**config.mk**
```make
export PLATFORM = sky130hd
export DESIGN_NAME = pipelined_shift_unit
export DESIGN_NICKNAME = d
export VERILOG_FILES = /design/src/rtl/pipelined_shift_unit.sv
export SDC_FILE = /design/constraint.sdc
export NUM_CORES = 1
export LEC_CHECK = 0
export ABC_AREA = 1
export BUFFER_PORTS_ARGS = -buffer_cell sky130_fd_sc_hd__buf_2
export CAP_MARGIN = 20
export CORE_ASPECT_RATIO = 0.7
export CORE_MARGIN = 2
export CORE_UTILIZATION = 35
export DETAILED_ROUTE_END_ITERATION = 8
export SLEW_MARGIN = 40
export SYNTH_ARGS = -nofsm -noshare
export SYNTH_HDL_FRONTEND = slang
export SYNTH_SLANG_ARGS = --single-unit
```
**constraint.sdc**
```tcl
create_clock -name clock -period 1.33 [get_ports clock]
set_input_delay 0.133 -clock clock [delete_from_list [all_inputs] [get_ports clock]]
set_output_delay 0.133 -clock clock [all_outputs]
set_load 0.05 [all_outputs]
```
**src/rtl/pipelined_shift_unit.sv**
```systemverilog
// Pipelined barrel shifter: one registered stage per shift-amount bit, so an
// operation occupies log2(WIDTH) cycles. A single global advance term stalls
// every stage together under backpressure, so ordering is always preserved.
module pipelined_shift_unit #(
   parameter int unsigned WIDTH   = 32,
   parameter int unsigned SHAMT_W = $clog2(WIDTH),
   parameter int unsigned TAG_W   = 4
) (
   input  logic               clock,
   input  logic               reset_n,
   input  logic               in_valid,
   output logic               in_ready,
   input  logic [WIDTH-1:0]   in_data,
   input  logic [SHAMT_W-1:0] in_shamt,
   input  logic [1:0]         in_op,
   input  logic [TAG_W-1:0]   in_tag,
   output logic               out_valid,
   input  logic               out_ready,
   output logic [WIDTH-1:0]   out_data,
   output logic [TAG_W-1:0]   out_tag,
   output logic               out_zero,
   output logic               busy
);

   localparam int unsigned L = SHAMT_W;

   localparam logic [1:0] OpSll = 2'b00;
   localparam logic [1:0] OpSrl = 2'b01;
   localparam logic [1:0] OpSra = 2'b10;

   // Stage registers
   logic [L-1:0]                 r_valid;
   logic [L-1:0][WIDTH-1:0]      r_data;
   logic [L-1:0][SHAMT_W-1:0]    r_shamt;
   logic [L-1:0][1:0]            r_op;
   logic [L-1:0][TAG_W-1:0]      r_tag;

   // Per-stage source (predecessor) and shifted next data
   logic [L-1:0]                 w_src_valid;
   logic [L-1:0][WIDTH-1:0]      w_src_data;
   logic [L-1:0][SHAMT_W-1:0]    w_src_shamt;
   logic [L-1:0][1:0]            w_src_op;
   logic [L-1:0][TAG_W-1:0]      w_src_tag;
   logic [L-1:0][WIDTH-1:0]      w_nxt_data;

   logic                         w_advance;
   logic                         w_unused_shamt;

   // Fixed-distance shift; amt is a power of two in 1..WIDTH/2.
   function automatic logic [WIDTH-1:0] f_shift(input logic [WIDTH-1:0] d,
                                                 input logic [1:0]       op,
                                                 input int unsigned      amt);
      logic [WIDTH-1:0] res;
      case (op)
         OpSll:   res = d << amt;
         OpSrl:   res = d >> amt;
         // MSB is invariant under SRA, so the current MSB is the original sign
         OpSra:   res = $signed(d) >>> amt;
         default: res = (d << amt) | (d >> (WIDTH - amt));
      endcase
      return res;
   endfunction

   for (genvar k = 0; k < L; k++) begin : g_stage
      if (k == 0) begin : g_first
         assign w_src_valid[k] = in_valid;
         assign w_src_data[k]  = in_data;
         assign w_src_shamt[k] = in_shamt;
         assign w_src_op[k]    = in_op;
         assign w_src_tag[k]   = in_tag;
      end else begin : g_rest
         assign w_src_valid[k] = r_valid[k-1];
         assign w_src_data[k]  = r_data[k-1];
         assign w_src_shamt[k] = r_shamt[k-1];
         assign w_src_op[k]    = r_op[k-1];
         assign w_src_tag[k]   = r_tag[k-1];
      end
      // Stage k contributes a 2^k shift when shamt bit k is set
      assign w_nxt_data[k] = w_src_shamt[k][k] ?
                             f_shift(w_src_data[k], w_src_op[k], 32'd1 << k) :
                             w_src_data[k];
   end

   // Empty output slot or a consuming sink lets the whole pipe move
   assign w_advance = !r_valid[L-1] || out_ready;

   // Advance all stages together, or hold all of them (bubbles included)
   always_ff @(posedge clock or negedge reset_n) begin
      if (!reset_n) begin
         r_valid <= '0;
         r_data  <= '0;
         r_shamt <= '0;
         r_op    <= '0;
         r_tag   <= '0;
      end else if (w_advance) begin
         r_valid <= w_src_valid;
         r_data  <= w_nxt_data;
         r_shamt <= w_src_shamt;
         r_op    <= w_src_op;
         r_tag   <= w_src_tag;
      end
   end

   // The final stage's shift amount has no consumer
   assign w_unused_shamt = ^r_shamt[L-1];

   assign in_ready  = w_advance;
   assign out_valid = r_valid[L-1];
   assign out_data  = r_data[L-1];
   assign out_tag   = r_tag[L-1];
   assign out_zero  = (r_data[L-1] == '0);
   assign busy      = |r_valid;

endmodule
```
== Word level (Yosys, flattened, before mapping) ==
Cells that the tools add are included.

* Bits in registers: 213
* Bits of input ports: 47
* Output and inout bits: 40
* Logic and storage cells: 53

* Equality and inequality tests: 10
* Muxes and demuxes: 10
* Bitwise logic cells: 5
* Reduce and logical (&&, ||, !) cells: 9

{| class="wikitable"
|+ Operator list
! cell !! number
|-
| case mux 32 bit (3 select lines) || 5
|-
| two-way mux 32 bit || 5
|-
| logical NOT 32 bit || 1
|-
| OR 32 x 1 -> 32 bit || 1
|-
| OR 32 x 16 -> 32 bit || 1
|-
| OR 32 x 2 -> 32 bit || 1
|-
| OR 32 x 4 -> 32 bit || 1
|-
| OR 32 x 8 -> 32 bit || 1
|-
| equality test 2 x 1 -> 1 bit, second input constant || 5
|-
| equality test 2 bit, second input constant || 5
|-
| logical NOT 2 bit || 5
|-
| OR reduction 5 bit || 1
|-
| logical NOT 1 bit || 1
|-
| logical OR 1 bit || 1
|}

== Depth between registers and ports, before layout ==
* Word-level depth: 3
* Mapped depth: 8
* Gate-level depth less buffers: 7

== Worst setup path before layout ==
Ideal clock, no wire load.

* Path kind: reg-to-output
* Start point: register r_data, in the netlist out_data[15]
* End point: output port out_zero
* Arrival time: 1,700 ps
* Data required time: 1,197 ps
* Path slack: -503 ps
* Cell stages (with the launch flop): 6
* Path buffers: 0
* Path through: dfrtp_1 -> nor2_1 -> nand2_1 -> nor2_1 -> nand2_1 -> nor3_1

* Longest elaborated chain between the ends: 1

{| class="wikitable"
|+ Ends and longest elaborated chain
! item !! line !! text
|-
| start: declaration || 33 || <nowiki>logic [L-1:0][WIDTH-1:0] r_data;</nowiki>
|-
| start signal: assignment || 97 || <nowiki>r_data <= w_nxt_data;</nowiki>
|-
| logical NOT 32 bit || 111 || <nowiki>assign out_zero = (r_data[L-1] == '0);</nowiki>
|-
| end: declaration || 21 || <nowiki>output logic out_zero,</nowiki>
|}

No other way between the ends.

== Final worst setup path ==
* Start point: register r_data, in the netlist out_data[16]
* End point: output port out_zero

The elaborated chain is that of the path after synthesis.

==> results list <==
* Worst vdd ir: 1.036 mV
- The initial antenna violation count came to 0.
- Overflow left after global routing: 0
- Number of synthesized register bits: 203
- At the pin with the least slew margin, the transition time is 383.4 ps.
- The largest total area in the synthesized netlist belongs to sky130_fd_sc_hd__dfrtp_1.
* Share of the cycle needed by the critical path after routing: 1.368
* Maximum clock path buffer count: 3
- Number of CTS-inserted buffers: 23
- In this run the number of H-tree levels came out at 1.
- From bottom edge to top edge, the die measures 157.3 um.
- Synthesized Nets: 1,746
* Clock tree sinks: 203
- In this run the remaining antenna-violating nets after routing total 0.
* Top FF cell, synth: sky130_fd_sc_hd__dfrtp_1
- Async set or reset register ratio after synthesis: 1.000
- The min-delay analysis places its worst path in the category input pin to flop.
* Max-slew violation count: 0
- In this run the static leakage power is 8.698 nW.
- Cell Rows: 56
- HPWL after detailed placement: 23,080 um
* Core region area: 33,280 sq um
- The first TritonRoute pass finished after 6 iterations.
* Critical Path Max Stage Delay: 400 ps
* Final layout net count: 1,935
* Library cells used by synthesis: 24
- Clock-pin slew was measured on the worst setup and hold paths at 60 ps.
- The first global-routing pass estimated 59,100 um of wire.
- After the flow finishes, the layout carries non-filler instances totaling 2,334.
- Number of enable flip-flop cells after synthesis: 0
- The via count of the first global-routing pass is 11,142.
* Sequential-to-total area share from yosys stat: 0.4321
- The congestion estimate from routability-driven global placement came to 0.9178.
* Cell types with the largest area share after synthesis: sky130_fd_sc_hd__dfrtp_1 (43%), sky130_fd_sc_hd__nand2_1 (12%), sky130_fd_sc_hd__nand3_1 (9.8%)
- The number of antenna diodes in the final layout is 0.
- The routed design has 42,180 um of wire.
- Of the total synthesized cell area, the portion taken by full adders, half adders and majority gates is 0.
* YS warnings: 0
- For this design the ratio of total power to cell area is 2655 nW/um^2.
- The run finished, with violations left.
- The first routing iteration left 1,281 violations.
- Vias: 12,505
* WL/cell: 18.07 um
- The die covers 35,090 sq um.
* Final setup viols: 180
- Later-pin clock latency in the skew report: 520 ps
- Setup repair after global routing could not meet its margin everywhere.
- Sum of negative setup slack: -15,340 ps
- Of the post-synthesis cell area, the dominant cell type holds 0.4321.
- In this run the worst path has a maximum fanout of 2.
* Horizontal die dimension: 223.0 um
- Max Clk Rate: 549.5 MHz
* Max capacitance violation total: 0
- Share of the core filled with cells in the final layout: 0.5447
- Worst hold-check slack: 31.75 ps
- Count of input and output buffers: 86
* Clock tree from TritonCTS: done
- Area growth from synthesis to final layout: 54.23%
- Compound-gate portion of the synthesized area: 0.1285
* Vias per inst: 5.358
- Counting both buffers and inverters, the worst setup path holds a total of 1.
- A synthesized cell averages 6.919 sq um.
* Cell count after synthesis: 1,699
- Walking the worst path, the cells encountered are nor2_1 > nand4_1 > nor3_4 > buf_6.
- Slowest cell on the critical path: sky130_fd_sc_hd__dfrtp_1
- Clock Tree Root: sky130_fd_sc_hd__clkbuf_16
- Cell area after technology mapping: 11,760 sq um
- The final hold violation count was 0.
- Combinational family with the most area after synthesis: simple AND/OR/NAND/NOR gates
- Req. time, crit path: 1200 ps
- Maximum clock skew at final layout: 11.18 ps
- Once routing completed, OpenROAD measured the worst setup slack at -489.8 ps.
* IO Pins: 87
- The critical path is of the flop to output port type.
* Post-synthesis share of cell area spent on and, or, nand and nor gates: 0.2817
- At the worst endpoint, the arrival time is 1690 ps.
- Most instantiated library cell after synthesis: sky130_fd_sc_hd__nand2_1
- For this run, design rule violations remaining after detail routing come to 0.
- After detailed placement, the design holds a cell count of 2,167.
- The worst path in the final design needs a cycle of 1820 ps, including I/O delays and setup.
- For this configuration, the core starts out at a cell density of 0.3532.
* Normalized max-slew margin: 0.7444
- Measured against the total synthesized area, the mux share comes to 0.
* Category of the worst setup path capture point: output port
- Worst setup SP type: flop
- The commonest cells after synthesis are sky130_fd_sc_hd__nand2_1 (362), sky130_fd_sc_hd__inv_1 (248), sky130_fd_sc_hd__nand3_1 (231).
* Overall fraction of global-route tracks in use: 0.2072
* Violated checks: negative setup slack
* Proportion of layout cells with a drive suffix above 1: 0.3749
- Critical path's top delay family: simple AND/OR/NAND/NOR gates
- Entering global routing, the biggest net connects 65 pins.
- Of the total synthesized cell area, the portion taken by XOR and XNOR cells is 0.001384.
## flip-flops by register name (all words and copies together) (netlist names)
signal and cells:
out_data 32, r_op 8, r_valid 5, r_shamt 10, r_tag 16, out_tag 4
r_data 128
## final cells by class
| type | instances | area (sq um) |
|---|---|---|
| clock buffers | 26 | 586.8 |
| flip-flops and latches | 203 | 5087 |
| fillers | 2861 | 15150 |
| multi-input cells | 1087 | 6659 |
| well taps | 435 | 544.3 |
| clock inverters | 10 | 150.1 |
| repair buffers | 307 | 4091 |
| inverters | 265 | 1006 |
| repair inverters | 1 | 5.005 |
## layer usage
| metal | routed length, um | track usage | share of wire |
|---|---|---|---|
| met4 | 987 | 0.04538 | 0.023 |
| met5 | 0 | 0 | 0 |
| met3 | 3736 | 0.03845 | 0.089 |
| met1 | 18690 | 0.3106 | 0.44 |
| met2 | 18770 | 0.3086 | 0.44 |
## final timing paths
path,start,end,slack [ps],cells past startpoint
worst max-delay path,out_data[16],out_zero,-490,4
worst max register to register,r_valid[4],r_data[8],-180,9
max in group asynchronous,reset_n,r_data[82],650,3
worst min-delay path,in_data[5],r_data[5],30,5
worst min register to register,out_tag[2],out_tag[2],480,2
min in group asynchronous,reset_n,out_tag[3],110,2
## cell usage in the layout (no fill, tap or decap), types with 4 or more instances in the layout
cell and count:
sky130_fd_sc_hd__clkinv_2 6, sky130_fd_sc_hd__inv_2 16, sky130_fd_sc_hd__dfrtp_2 6, sky130_fd_sc_hd__nor2_2 43
sky130_fd_sc_hd__nor2_4 75, sky130_fd_sc_hd__nor2_1 65, sky130_fd_sc_hd__buf_6 41, sky130_fd_sc_hd__bufinv_16 4
sky130_fd_sc_hd__o21ai_4 5, sky130_fd_sc_hd__buf_4 47, sky130_fd_sc_hd__nand2_4 25, sky130_fd_sc_hd__buf_8 27
sky130_fd_sc_hd__inv_1 245, sky130_fd_sc_hd__o21ai_2 71, sky130_fd_sc_hd__a21oi_2 92, sky130_fd_sc_hd__dlygate4sd3_1 43
sky130_fd_sc_hd__dfrtp_1 197, sky130_fd_sc_hd__buf_16 18, sky130_fd_sc_hd__clkbuf_16 45, sky130_fd_sc_hd__o21ai_0 31
sky130_fd_sc_hd__o21ai_1 48, sky130_fd_sc_hd__nand2_2 56, sky130_fd_sc_hd__a21oi_1 28, sky130_fd_sc_hd__a21oi_4 6
sky130_fd_sc_hd__buf_2 52, sky130_fd_sc_hd__nand3_1 229, sky130_fd_sc_hd__buf_12 56, sky130_fd_sc_hd__a31oi_1 10
sky130_fd_sc_hd__nand2_1 285
## power breakdown
| group | total, mW | leakage, nW | switching [mW] | internal (mW) |
|---|---|---|---|---|
| combinational | 29.3 | 5.95 | 16.7 | 12.6 |
| clock | 6.58 | 0.367 | 2.67 | 3.91 |
| sequential | 12.2 | 2.38 | 3.07 | 9.17 |
| total | 48.1 | 8.70 | 22.5 | 25.7 |
## cells by family (layout without fill, tap and decap cells)
group           count (synthesis)  in the layout
xor+xnor                        1              1
flops                         203            203
simple gates                  788            789
buf+inv                       410            609
compound gates                297            297
## per-stage QoR
stage               area (sq um)  total power, mW  setup slack (ps)
floorplan                  11790            24.62            -49.21
global placement           12930            29.75            -41.17
detailed placement         12930            30.02            -65.11
CTS                        15490            40.42            -466.6
global route               18130            50.87            -567.1
finish                     18130            48.14            -489.8
## worst reg2reg max path, cell delays in order, from the launching register on
cell                        delay [ps]
sky130_fd_sc_hd__dfrtp_2           360
sky130_fd_sc_hd__inv_2              50
sky130_fd_sc_hd__nor2_4            130
sky130_fd_sc_hd__clkinv_4           90
sky130_fd_sc_hd__buf_12            150
sky130_fd_sc_hd__buf_12            150
sky130_fd_sc_hd__buf_8             150
sky130_fd_sc_hd__clkbuf_16         180
sky130_fd_sc_hd__nor2_4            100
sky130_fd_sc_hd__a21oi_2            40
## what timing repair did
| action | CTS | global route |
|---|---|---|
| gates resized for setup | 204 | 588 |
| cloned | 20 | 32 |
| pin swaps | 19 | 107 |
| setup endpoints to repair | 71 | 233 |
| hold endpoints to repair | 244 | 0 |
| setup buffers | 22 | 30 |
| hold buffers | 43 | 0 |
(Power assumes the default switching activity.)
